### config.mk
export PLATFORM = sky130hd
export DESIGN_NAME = memory
export DESIGN_NICKNAME = d
export VERILOG_FILES = /design/src/rtl/memory_pkg.sv /design/src/rtl/memory_mem_align.sv /design/src/rtl/memory.sv
export SDC_FILE = /design/constraint.sdc
export NUM_CORES = 1
export LEC_CHECK = 0
export CORE_AREA = 4 4 241 243
export CTS_CLUSTER_SIZE = 30
export DETAILED_ROUTE_END_ITERATION = 10
export DIE_AREA = 0 0 245 247
export SYNTH_ARGS = -nofsm -noshare
export SYNTH_HDL_FRONTEND = slang
export SYNTH_SLANG_ARGS = --single-unit
### constraint.sdc
create_clock -name clk -period 10.63 [get_ports clk]
set_input_delay 3.189 -clock clk [delete_from_list [all_inputs] [get_ports clk]]
set_output_delay 3.189 -clock clk [all_outputs]
set_load 0.005 [all_outputs]
### src/rtl/memory_pkg.sv
// Shared types for the memory stage: pipeline bundles, data-bus request/response,
// memory-function encoding and the memory-stage FSM state.
package memory_pkg;

    typedef enum logic [1:0] {
        OP_ALU    = 2'd0,
        OP_LOAD   = 2'd1,
        OP_STORE  = 2'd2,
        OP_BRANCH = 2'd3
    } op_t;

    // Width/sign selector for loads and stores
    typedef enum logic [2:0] {
        MF_B  = 3'd0,
        MF_H  = 3'd1,
        MF_W  = 3'd2,
        MF_D  = 3'd3,
        MF_BU = 3'd4,
        MF_HU = 3'd5,
        MF_WU = 3'd6
    } memfunc_t;

    // Bus access size: 1/2/4/8 bytes
    typedef enum logic [1:0] {
        MSIZE1 = 2'd0,
        MSIZE2 = 2'd1,
        MSIZE4 = 2'd2,
        MSIZE8 = 2'd3
    } msize_t;

    typedef enum logic {
        IDLE = 1'b0,
        WAIT = 1'b1
    } mem_state_t;

    typedef struct packed {
        op_t      op;
        memfunc_t memfunc;
        logic     regwrite;
    } ctl_t;

    typedef struct packed {
        logic        valid;
        logic [63:0] pc;
        logic [31:0] instr;
        ctl_t        ctl;
        logic [4:0]  dst;
        logic [63:0] rd2;
        logic [63:0] result;
    } excute_data_t;

    typedef struct packed {
        logic        valid;
        logic [63:0] pc;
        logic [31:0] instr;
        ctl_t        ctl;
        logic [4:0]  dst;
        logic [63:0] result;
        logic        misalign;
    } memory_data_t;

    typedef struct packed {
        logic        valid;
        logic [63:0] addr;
        msize_t      size;
        logic [7:0]  strobe;
        logic [63:0] data;
    } dbus_req_t;

    typedef struct packed {
        logic        addr_ok;
        logic        data_ok;
        logic [63:0] data;
    } dbus_resp_t;

    // Access size implied by a memory function
    function automatic msize_t memfunc_size(input memfunc_t mf);
        case (mf)
            MF_B, MF_BU: return MSIZE1;
            MF_H, MF_HU: return MSIZE2;
            MF_W, MF_WU: return MSIZE4;
            default:     return MSIZE8;
        endcase
    endfunction

endpackage

### src/rtl/memory_mem_align.sv
// Byte-lane alignment for the memory stage: store strobe/data placement,
// load extraction with sign/zero extension, and misalignment detection.
module memory_mem_align
    import memory_pkg::*;
(
    input  logic [2:0]  i_off,
    input  memfunc_t    i_memfunc,
    input  logic [63:0] i_wdata,
    input  logic [63:0] i_rdata,
    output msize_t      o_size,
    output logic [7:0]  o_strobe,
    output logic [63:0] o_wdata,
    output logic [63:0] o_rdata,
    output logic        o_misalign
);

    logic [5:0]  w_shamt;
    logic [7:0]  w_base;
    logic [63:0] w_raw;

    assign w_shamt = {i_off, 3'b000};
    assign o_size  = memfunc_size(i_memfunc);

    // Base lane mask and natural-alignment check for the access size
    always_comb begin
        w_base     = 8'hFF;
        o_misalign = 1'b0;
        case (o_size)
            MSIZE1: begin w_base = 8'h01; o_misalign = 1'b0;        end
            MSIZE2: begin w_base = 8'h03; o_misalign = i_off[0];     end
            MSIZE4: begin w_base = 8'h0F; o_misalign = |i_off[1:0]; end
            default: begin w_base = 8'hFF; o_misalign = |i_off;     end
        endcase
    end

    assign o_strobe = w_base << i_off;
    assign o_wdata  = i_wdata << w_shamt;
    assign w_raw    = i_rdata >> w_shamt;

    // Extend the addressed bytes to 64 bits
    always_comb begin
        o_rdata = w_raw;
        case (i_memfunc)
            MF_B:    o_rdata = {{56{w_raw[7]}},  w_raw[7:0]};
            MF_H:    o_rdata = {{48{w_raw[15]}}, w_raw[15:0]};
            MF_W:    o_rdata = {{32{w_raw[31]}}, w_raw[31:0]};
            MF_BU:   o_rdata = {56'd0, w_raw[7:0]};
            MF_HU:   o_rdata = {48'd0, w_raw[15:0]};
            MF_WU:   o_rdata = {32'd0, w_raw[31:0]};
            default: o_rdata = w_raw;
        endcase
    end

endmodule

### src/rtl/memory.sv
// Memory pipeline stage: issues loads/stores on the data bus, stalls upstream
// while a transaction is outstanding, and registers the bundle for writeback.
module memory
    import memory_pkg::*;
#(
    parameter bit ALIGN_CHECK = 1'b1
) (
    input  logic         clk,
    input  logic         reset,
    input  excute_data_t dataE,
    output memory_data_t dataM,
    output logic         stopm,
    output dbus_req_t    dreq,
    input  dbus_resp_t   dresp
);

    mem_state_t  r_state;
    dbus_req_t   r_req;
    dbus_req_t   w_req;

    logic        w_is_load;
    logic        w_is_store;
    logic        w_memop;
    logic        w_misalign_raw;
    logic        w_misalign;
    logic        w_issue;
    msize_t      w_size;
    logic [7:0]  w_strobe;
    logic [63:0] w_wdata;
    logic [63:0] w_rdata_ext;
    logic        w_unused_addr_ok;

    // addr_ok is not needed: the request simply stays up until data_ok
    assign w_unused_addr_ok = dresp.addr_ok;

    assign w_is_load  = (dataE.ctl.op == OP_LOAD);
    assign w_is_store = (dataE.ctl.op == OP_STORE);
    assign w_memop    = dataE.valid && (w_is_load || w_is_store);
    assign w_misalign = w_memop && ALIGN_CHECK && w_misalign_raw;
    assign w_issue    = w_memop && !w_misalign;

    memory_mem_align u_align (
        .i_off      (dataE.result[2:0]),
        .i_memfunc  (dataE.ctl.memfunc),
        .i_wdata    (dataE.rd2),
        .i_rdata    (dresp.data),
        .o_size     (w_size),
        .o_strobe   (w_strobe),
        .o_wdata    (w_wdata),
        .o_rdata    (w_rdata_ext),
        .o_misalign (w_misalign_raw)
    );

    // Request built directly from the execute bundle (loads drive no strobes)
    always_comb begin
        w_req        = '0;
        w_req.valid  = w_issue;
        w_req.addr   = dataE.result;
        w_req.size   = w_size;
        w_req.strobe = w_is_store ? w_strobe : 8'h00;
        w_req.data   = w_wdata;
    end

    // Bus request and stall: live request in IDLE, frozen copy in WAIT
    always_comb begin
        dreq = (r_state == WAIT) ? r_req : w_req;
        if (reset) begin
            dreq.valid = 1'b0;
        end
        stopm = dreq.valid && !dresp.data_ok;
    end

    // IDLE/WAIT sequencing; the request is snapshotted on entry to WAIT
    always_ff @(posedge clk) begin
        if (reset) begin
            r_state <= IDLE;
            r_req   <= '0;
        end else begin
            case (r_state)
                IDLE: begin
                    if (w_issue && !dresp.data_ok) begin
                        r_state <= WAIT;
                        r_req   <= w_req;
                    end
                end
                WAIT: begin
                    if (dresp.data_ok) begin
                        r_state <= IDLE;
                    end
                end
                default: r_state <= IDLE;
            endcase
        end
    end

    // Writeback bundle: capture when not stalled, otherwise insert a bubble
    always_ff @(posedge clk) begin
        if (reset) begin
            dataM <= '0;
        end else if (!stopm) begin
            dataM.valid    <= dataE.valid;
            dataM.pc       <= dataE.pc;
            dataM.instr    <= dataE.instr;
            dataM.ctl      <= dataE.ctl;
            dataM.dst      <= dataE.dst;
            dataM.result   <= (w_issue && w_is_load) ? w_rdata_ext : dataE.result;
            dataM.misalign <= w_misalign;
        end else begin
            dataM.valid <= 1'b0;
        end
    end

endmodule

* Word level (Yosys, flattened, before mapping)
Cells that the tools add are included.
** Operators by class
- Add/subtract/negate cells :: 0
- Multiply operators :: 0
- Divide/modulo/power cells :: 0
- Order comparisons :: 0
- Eq/ne operators :: 9
- Shift operators :: 3
- Multiplexer cells :: 11
- Bitwise gates (word level) :: 1
- Reductions and logical operators :: 18
** Operators by type and width (number)
- one-hot mux 64 bit (6 select lines) :: 1
- 2-to-1 mux 139 bit :: 1
- 2-to-1 mux 64 bit :: 1
- left shift 64 x 6 -> 64 bit :: 1
- right shift 64 x 6 -> 64 bit :: 1
- one-hot mux 8 bit (3 select lines) :: 1
- OR reduction 2 bit :: 5
- == test 3 bit, second input constant :: 3
- 2-to-1 mux 8 bit :: 1
- left shift 8 x 3 -> 8 bit :: 1
- logical AND 1 bit :: 6
- one-hot mux 2 bit (3 select lines) :: 1
- == test 2 x 1 -> 1 bit, second input constant :: 2
- == test 2 bit, second input constant :: 2
- == test 3 x 1 -> 1 bit, second input constant :: 1
- == test 3 x 2 -> 1 bit, second input constant :: 1
- zero test 3 bit :: 1
- 2-to-1 mux 1 bit :: 3
- one-hot mux 1 bit (3 select lines) :: 1
- OR reduction 3 bit :: 1
- zero test 1 bit :: 2
- zero test 2 bit :: 1
- one-hot mux 1 bit (2 select lines) :: 1
- AND reduction 2 bit :: 1
- 2 further kinds :: 2
** Word-level totals
- Register bits :: 313
- Bits in latches :: 0
- RAM bits :: 0
- Memory bits (read-only) :: 0
- Bits of input ports :: 304
- Memories kept :: 0

* Depth between registers and ports, before layout
Gate-level depths: netlist of run 1.
- Depth after elaboration :: 12
- Mapped depth :: 11
- Depth with buffers taken out :: 8

* Cells and area by module
From an unflattened synthesis of run 1, not the netlist that was laid out.
** Unflattened totals
- Cells, all modules :: 2190
- Area, all modules :: 18715.4 µm²
** Modules (own cells, without submodules)
- memory :: instances 1, cells an instance 1587, area each 14644.0 µm², seq. area each 6266.0 µm²
- memory_mem_align :: instances 1, cells an instance 603, area each 4071.4 µm², seq. area each 0.0 µm²

* Least setup slack after synthesis of run 1
Ideal clock, no wire load.
- Kind :: input to output
- Start :: input dataE[1] (netlist name)
- End :: output dreq[58] (netlist name)
- Arrival :: 4848 ps
- Data required time :: 7441 ps
- Setup slack :: 2593 ps
- Stages on the path :: 8
- Path through :: buf_4 buf_2 buf_2 buf_2 mux2_2 a21oi_1 o21ai_0 mux2_2
** RTL lines
- from (decl) :: line memory.sv:10 : input excute_data_t dataE,
- to (decl) :: line memory.sv:13 : output dbus_req_t dreq,

* Worst setup path in the final report of run 1
- Start :: input dataE[137] (netlist name)
- End :: output stopm
** On the way
- Longest elaborated chain between the ends :: 9
- Elaborated cells between the ends (all ways) :: 10
- Those cells by class :: eq/ne (2); mux (2); reduce/logical (6)
** RTL lines
- == test 2 x 1 -> 1 bit / == test 2 bit (equally long branches) :: line memory.sv:36, memory.sv:37
- logical OR 1 bit * :: line memory.sv:38 : assign w_memop = dataE.valid && (w_is_load || w_is_store);
- logical AND 1 bit * :: line memory.sv:38
- logical AND 1 bit :: line memory.sv:39 : assign w_misalign = w_memop && ALIGN_CHECK && w_misalign_raw;
- zero test 1 bit :: line memory.sv:40 : assign w_issue = w_memop && !w_misalign;
- logical AND 1 bit * :: line memory.sv:40
- 2-to-1 mux 139 bit * :: line memory.sv:66 : dreq = (r_state == WAIT) ? r_req : w_req;
- 2-to-1 mux 1 bit * :: line memory.sv:67 : if (reset) begin
- logical AND 1 bit * :: line memory.sv:70 : stopm = dreq.valid && !dresp.data_ok;
- to (decl) :: line memory.sv:12 : output logic stopm,
Every way passes the cells marked *; elsewhere a longest branch is shown, timed or not.

==> results.toml, run 1 <==
[grt]
grt_usage_pct = 24.0
grt_pass1_wl_um = 112000
antenna_found_initial = 7
grt.overflow.total = 0
grt_pass1_vias = 16944
grt_max_degree = 117

[power_and_ir_drop]
power.net_switching_mw = 0.902
p_leak_nw = 9.15
p_sw_share_pct = 27.1
powerDensity_nw_per_um2 = 134
intPower_mw = 2.42
ir_worst_vdd_mv = 0.0850
power.total_mw = 3.32
pwr-share-clk_pct = 41.5
seqPwrFrac_pct = 37.8
comb_power_share_pct = 20.6

[clock_tree]
h-tree-depth = 2
postCtsHoldBufs = 0
clock-sinks = 313
clkTransAtPathRegs_ns = 0.05
cts_resized = 0
cts-root-buf = "clkbuf_16"
clk_latency_ns = 0.57
cts_max_path_buffers = 3
numCtsBuffers = 39
cts_setup_buffers = 0
cts_tree = "done"

[place]
gp_congestion = 0.903
port_buffers = 615
placedCellCount = 3298
dp_hpwl_um = 57300

[drt]
drt_first_pass_iters = 7
detail-route-antenna-nets = 0
dr_total_vias = 17421
drc = 0
wire_per_inst_um = 22.9
wl_um = 77300
via_per_inst = 5.17
drt-initial-drc-count = 1120

[timing]
min_period_over_period_pct = 87.2
worst_slew_pin_slew_ns = 1.24
slew_headroom_pct = 17.4
clock.fmax_mhz = 108
finClkSkew_ns = 0.0186
setup_viol = 0
slew_viol_final = 0
rsz0062_at_grt = "no"
min_period_ns = 9.26
finalHoldViolations = 0
tns_ns = 0

[critical_path]
crit_path_cell_trace = "clkdlybuf4s50_1 > inv_1 > ha_1 > nand2b_1 > a2111o_1 > a211o_4 > inv_4 > clkdlybuf4s50_1"
path_buf_inv = 4
worst_ep_required_time_ns = 7.44
crit_type = "in2out"
critical-path-top-delay-family = "buffers and inverters"
critPathMaxFanout = 41
cp_common_cell = "clkdlybuf4s50_1"
worst_setup_path_end_kind = "primary output"
arrival_ns = 6.08
crit_cells = 8
cp_slowest_stage_delay_ns = 0.60
slowest_stage = "clkdlybuf4s50_1"
ff2ff_path_depth = 7
cp-start-kind = "input port"

[yosys]
synth_edf_count = 0
yosysUniqueCellTypes = 59
synth_nets = 2402
synth_warnings = 0
synth_area_per_cell_um2 = 8.10
ys_ff_latch = 313
synthArstFlopShare_pct = 0
yosys_most_used_dff = "dfxtp_1"
seq_area_frac_synth_pct = 36.9
syn_area_um2 = 17000
syn_inst = 2096

[status]
outcome = "complete, no violations"

[floorplan]
core_area_um2 = 56000
die_h_um = 247
die_w_um = 245
fp-row-count = 87
start_util_pct = 30.3
io_pins = 617
die_area_um2 = 60500

[layout]
fin_cells = 3370
nets = 2889
drive_gt1_share_pct = 10.7
areaGrowthSynthToFinish_pct = 45.6

[hold_path]
whs_path_depth = 2
hold_path_class = "reg2reg"

[flow_run]
drv_cap = 0
==> sequential cells by signal (all words and copies together) (netlist names) <==
name and cells:
dataM 173, r_req 139, r_state 1
==> through the flow <==
stage               util, %  hold slack [ns]  cell area, um^2  setup slack (ns)
detailed placement     41.8            0.443            23400              1.35
floorplan                 -            0.433            17000              2.59
global placement       41.8            0.438            23400              1.34
global route           44.2            0.467            24700              1.30
finish                 44.2            0.448            24700              1.37
CTS                    44.2            0.450            24700              1.34
==> path summary, 6_finish.rpt <==
kind                                               from                 endpoint  slack, ns
worst max register to register       r_state$_SDFF_PP0_    dataM[7]$_SDFFE_PP0N_       6.92
worst min-delay path            dataM[136]$_SDFFE_PP0N_  dataM[136]$_SDFFE_PP0N_       0.45
worst max-delay path                         dataE[137]                    stopm       1.37
worst min register to register  dataM[136]$_SDFFE_PP0N_  dataM[136]$_SDFFE_PP0N_       0.45
==> placed cells by master (no fill, tap or decap), drive strengths merged, types with 5 or more instances in the layout <==
cell type	count
a2111oi	5
a211oi	27
a21o	13
a21oi	220
a221o	6
a221oi	7
a22oi	15
a2bb2oi	6
a31oi	11
and2	29
and4	6
buf	26
clkbuf	57
clkdlybuf4s50	611
dfxtp	313
inv	19
mux2	119
mux2i	117
mux4	14
nand2	466
nand2b	33
nand3	11
nor2	120
nor2b	24
nor3	43
o211a	9
o21a	35
o21ai	100
o21ba	5
o221a	39
o22ai	21
o2bb2ai	15
o31ai	10
or2	6
or3	11
==> kinds of logic (layout without fill, tap and decap cells) <==
kind of cell | count (synthesis) | count (layout) | synth area share (%)
AOI/OAI and AO/OA | 563 | 563 | 21.6
adders and majority gates | 2 | 2 | 0.147
buffers and inverters | 208 | 723 | 5.54
DFF | 313 | 313 | 36.9
muxes | 250 | 250 | 16.7
other | 0 | 3 | 0
and+or+nand+nor | 760 | 760 | 19.2
==> synth_stat cells, drive strengths merged, types with 21 or more instances <==
cell type	count	area share [%]
o21a	35	1.5
mux2i	117	6.9
nor3	43	1.3
mux2	119	7.9
nor2b	24	0.88
o21ai	100	2.9
a211oi	27	1.2
buf	70	2.5
nand2	466	10
clkbuf	122	2.7
a21oi	220	6.5
o22ai	21	0.77
and2	29	1.1
nor2	120	2.7
o221a	39	2.6
dfxtp	313	37
nand2b	33	1.2
==> final cells by class <==
class	instances	area (um^2)
inverter	16	62.6
sequential	313	6270
clock inverter	13	181
tap	756	946
clock buffer	56	1120
timing repair buffer	638	6330
antenna	3	7.51
fill	5577	31200
multi-input combinational	1575	9800
==> power groups by stage <==
stage                     Clock, mW  Combinational, mW  Sequential (mW)
final                          1.38              0.686             1.26
after global routing           1.46              0.733             1.26
after CTS                      1.42              0.689             1.26
after detailed placement          0              0.685             1.28
after global placement            0              0.682             1.28
after floorplan                   0              0.282             1.28
==> worst reg2reg max path: cells and delay by family (launching register included) <==
| kind | cells | cell delay [ns] |
|---|---|---|
| DFF | 1 | 0.80 |
| buffers and inverters | 3 | 1.57 |
| and+or+nand+nor | 1 | 0.23 |
| AOI/OAI and AO/OA | 3 | 1.02 |
==> routing by layer <==
| layer | part of all wire [%] | vias to the layer above | wire (um) | GRT usage, % |
|---|---|---|---|---|
| li1 | - | 8339 | - | - |
| met2 | 48 | 630 | 37300 | 41.3 |
| met4 | 2.5 | 10 | 1940 | 6.09 |
| met1 | 42 | 8341 | 32100 | 29.8 |
| met5 | 0.083 | - | 64 | 0 |
| met3 | 7.6 | 101 | 5850 | 6.72 |
Power figures use the tool's default switching activity.
==> run 2: changes to the inputs <==
--- a/config.mk
+++ b/config.mk
@@ -5,10 +5,12 @@
 export SDC_FILE = /design/constraint.sdc
 export NUM_CORES = 1
 export LEC_CHECK = 0
-export CORE_AREA = 4 4 241 243
+export ABC_AREA = 1
+export CORE_AREA = 4 4 237 239
 export CTS_CLUSTER_SIZE = 30
 export DETAILED_ROUTE_END_ITERATION = 10
-export DIE_AREA = 0 0 245 247
+export DIE_AREA = 0 0 241 243
+export PLACE_DENSITY_LB_ADDON = 0.1
 export SYNTH_ARGS = -nofsm -noshare
 export SYNTH_HDL_FRONTEND = slang
 export SYNTH_SLANG_ARGS = --single-unit
==> run 2 against run 1 <==
Compared with the run above:
- via count increased by 13%
- combinational power increased by 2%
- critical path depth increased by 2
- power increased by 1.7%
- utilization increased by 2.0 points
- global-route usage increased by 1.6 points
- design area increased by 0.54%
- non-clock buffer count decreased by 3
- synthesized area increased by 2.0%
==> results.toml, run 2 <==
[clock_tree]
clk_latency_ns = 0.55
numCtsBuffers = 39
cts_resized = 0
cts_tree = "done"
cts_max_path_buffers = 3
cts-root-buf = "clkbuf_16"
cts_setup_buffers = 0
clock-sinks = 313
clkTransAtPathRegs_ns = 0.06
postCtsHoldBufs = 0
h-tree-depth = 2

[critical_path]
crit_cells = 10
slowest_stage = "clkinv_2"
critPathMaxFanout = 59
ff2ff_path_depth = 8
reg2reg_to = "r_req[117]$_SDFFE_PP0P_"
worst_setup_path_end_kind = "primary output"
r2r_slack_ns = 6.35
worst_ep_required_time_ns = 7.44
cp_slowest_stage_delay_ns = 0.75
crit_path_end = "dreq[55]"
critical-path-top-delay-family = "buffers and inverters"
arrival_ns = 6.53
cp-startpoint = "dataE[0]"
cp-start-kind = "input port"
crit_path_cell_trace = "buf_4 > clkinv_2 > buf_4 > nand2_1 > nand2_1 > nand2_1 > o21ai_0 > o21ai_0 > o21ai_0 > clkdlybuf4s50_1"
r2r-start = "r_state$_SDFF_PP0_"
crit_type = "in2out"
path_buf_inv = 4

[layout]
final_cell_mix = "nand2_1 (905), clkdlybuf4s50_1 (611), o21ai_0 (359)"
areaGrowthSynthToFinish_pct = 43.5
nets = 3451
fin_cells = 3875
final_common_cell = "nand2_1"
registers.top_by_ff_count = "dataM"
drive_gt1_share_pct = 5.45
largest_reg_flops = 173
finalCoreUtilization_pct = 46.2
top_regs = "dataM (173), r_req (139), r_state (1)"
stdcell_area_um2 = 24900
fill_cells = 5574

[grt]
grt_max_degree = 235
antenna_found_initial = 13
grt.overflow.total = 0
grt_pass1_wl_um = 117000
grt_pass1_vias = 18354
grt_usage_pct = 25.6

[flow_run]
drv_cap = 0

[yosys]
synth_edf_count = 0
synth_top_family_by_area = "simple AND/OR/NAND/NOR gates"
yosysMostFrequentCell = "nand2_1"
synth_top_area_cell = "dfxtp_1"
yosys_most_used_dff = "dfxtp_1"
syn_inst = 2690
synth_compound_area_share_pct = 25.0
synth_simple_gate_area_share_pct = 28.8
synth.top_cell.area_share_pct = 36.2
muxShareOfSynthArea_pct = 0.0578
syn_area_um2 = 17300
synth_warnings = 0
synth.area.top_cells = "dfxtp_1 (36%), nand2_1 (20%), o21ai_0 (10%)"
synth.top_cells.by_count = "nand2_1 (905), o21ai_0 (359), dfxtp_1 (313)"
yosysUniqueCellTypes = 37
synth_nets = 2996
seq_area_frac_synth_pct = 36.2
synth_fa_ha_area_share_pct = 0.144
synth-xor-area-share_pct = 0
ys_ff_latch = 313
synth_area_per_cell_um2 = 6.44
synthArstFlopShare_pct = 0

[power_and_ir_drop]
comb_power_share_pct = 20.7
powerDensity_nw_per_um2 = 136
power.net_switching_mw = 0.938
pwr-share-clk_pct = 41.8
p_sw_share_pct = 27.7
ir_worst_vdd_mv = 0.113
power.total_mw = 3.38
intPower_mw = 2.44
p_leak_nw = 10.2
seqPwrFrac_pct = 37.5

[drt]
wl_um = 79400
dr_total_vias = 19688
detail-route-antenna-nets = 0
drc = 0
drt_first_pass_iters = 6
drt-initial-drc-count = 1525
wire_per_inst_um = 20.5
via_per_inst = 5.08

[timing]
clock.fmax_mhz = 103
min_period_ns = 9.72
min_period_over_period_pct = 91.5
finClkSkew_ns = 0.0134
rsz0062_at_grt = "no"
tns_ns = 0
setup_slack_ns = 0.909
hold_slack_ns = 0.448
worst_slew_pin_slew_ns = 1.21
slew_headroom_pct = 19.0
finalHoldViolations = 0
slew_viol_final = 0
setup_viol = 0

[status]
outcome = "complete, no violations"

[floorplan]
core_area_um2 = 53800
start_util_pct = 32.2
die_w_um = 241
die_h_um = 243
io_pins = 617
die_area_um2 = 58600
fp-row-count = 85

[place]
port_buffers = 615
gp_congestion = 0.921
dp_hpwl_um = 58000
pre_cts_slack_ns = 1.05
placed_area_um2 = 23500
placedCellCount = 3800

[hold_path]
hold_path_class = "reg2reg"
==> run 2: cell count changes in the layout (fill, tap and decap cells not counted), sizes merged, moves of 92 or more <==
| cell | before | now |
|---|---|---|
| inv | 19 | 172 |
| mux2 | 119 | 0 |
| mux2i | 117 | 1 |
| nand2 | 466 | 909 |
| nand3 | 11 | 103 |
| o21ai | 100 | 376 |
==> run 2: final cells by class <==
class | count | area, um^2 | share of cell area [%]
multi-input combinational | 1981 | 9350 | 37.6
timing repair buffer | 635 | 6320 | 25.4
sequential | 313 | 6270 | 25.2
clock buffer | 57 | 1140 | 4.61
tap | 696 | 871 | 3.50
inverter | 175 | 668 | 2.69
clock inverter | 13 | 216 | 0.871
antenna | 5 | 12.5 | 0.0503
==> run 2: worst reg2reg max path, delay by kind of cell (launching register included) <==
family | cells | cell delay, ns
flops | 1 | 0.99
simple gates | 2 | 0.50
compound gates | 1 | 0.05
buf+inv | 5 | 2.58
==> run 2: routing by layer <==
metal | part of all wire (%) | GRT usage (%) | up-vias
met4 | 2.3 | 6.77 | 14
met3 | 9.3 | 7.98 | 111
met5 | 0.10 | 0 | -
li1 | - | - | 9717
met2 | 47 | 42.8 | 723
met1 | 41 | 32.0 | 9123
==> run 2: cells by family after synthesis <==
| family | count (synthesis) |
|---|---|
| AND/OR/NAND/NOR | 1245 |
| AO/OA/AOI/OAI | 733 |
| buffers and inverters | 396 |
| flip-flops | 313 |
| adder cells (fa/ha/maj) | 2 |
| multiplexers | 1 |
==> run 2: worst min-delay path by stage <==
stage,start,endpoint,slack (ns),depth (start not counted)
2_1_floorplan,r_req[49]$_SDFFE_PP0P_,r_req[49]$_SDFFE_PP0P_,0.42,2
3_3_place_gp,r_req[87]$_SDFFE_PP0P_,r_req[87]$_SDFFE_PP0P_,0.43,2
3_5_place_dp,r_req[82]$_SDFFE_PP0P_,r_req[82]$_SDFFE_PP0P_,0.44,2
4_1_cts,r_req[85]$_SDFFE_PP0P_,r_req[85]$_SDFFE_PP0P_,0.45,2
5_1_grt,r_req[77]$_SDFFE_PP0P_,r_req[77]$_SDFFE_PP0P_,0.46,2
6_report,r_req[79]$_SDFFE_PP0P_,r_req[79]$_SDFFE_PP0P_,0.45,2
==> run 2: power groups by stage <==
stage	Sequential [mW]	Clock, mW	Combinational [mW]
CTS	1.27	1.45	0.702
global placement	1.29	0	0.694
floorplan	1.29	0	0.301
finish	1.27	1.41	0.698
detailed placement	1.29	0	0.698
global route	1.27	1.50	0.763
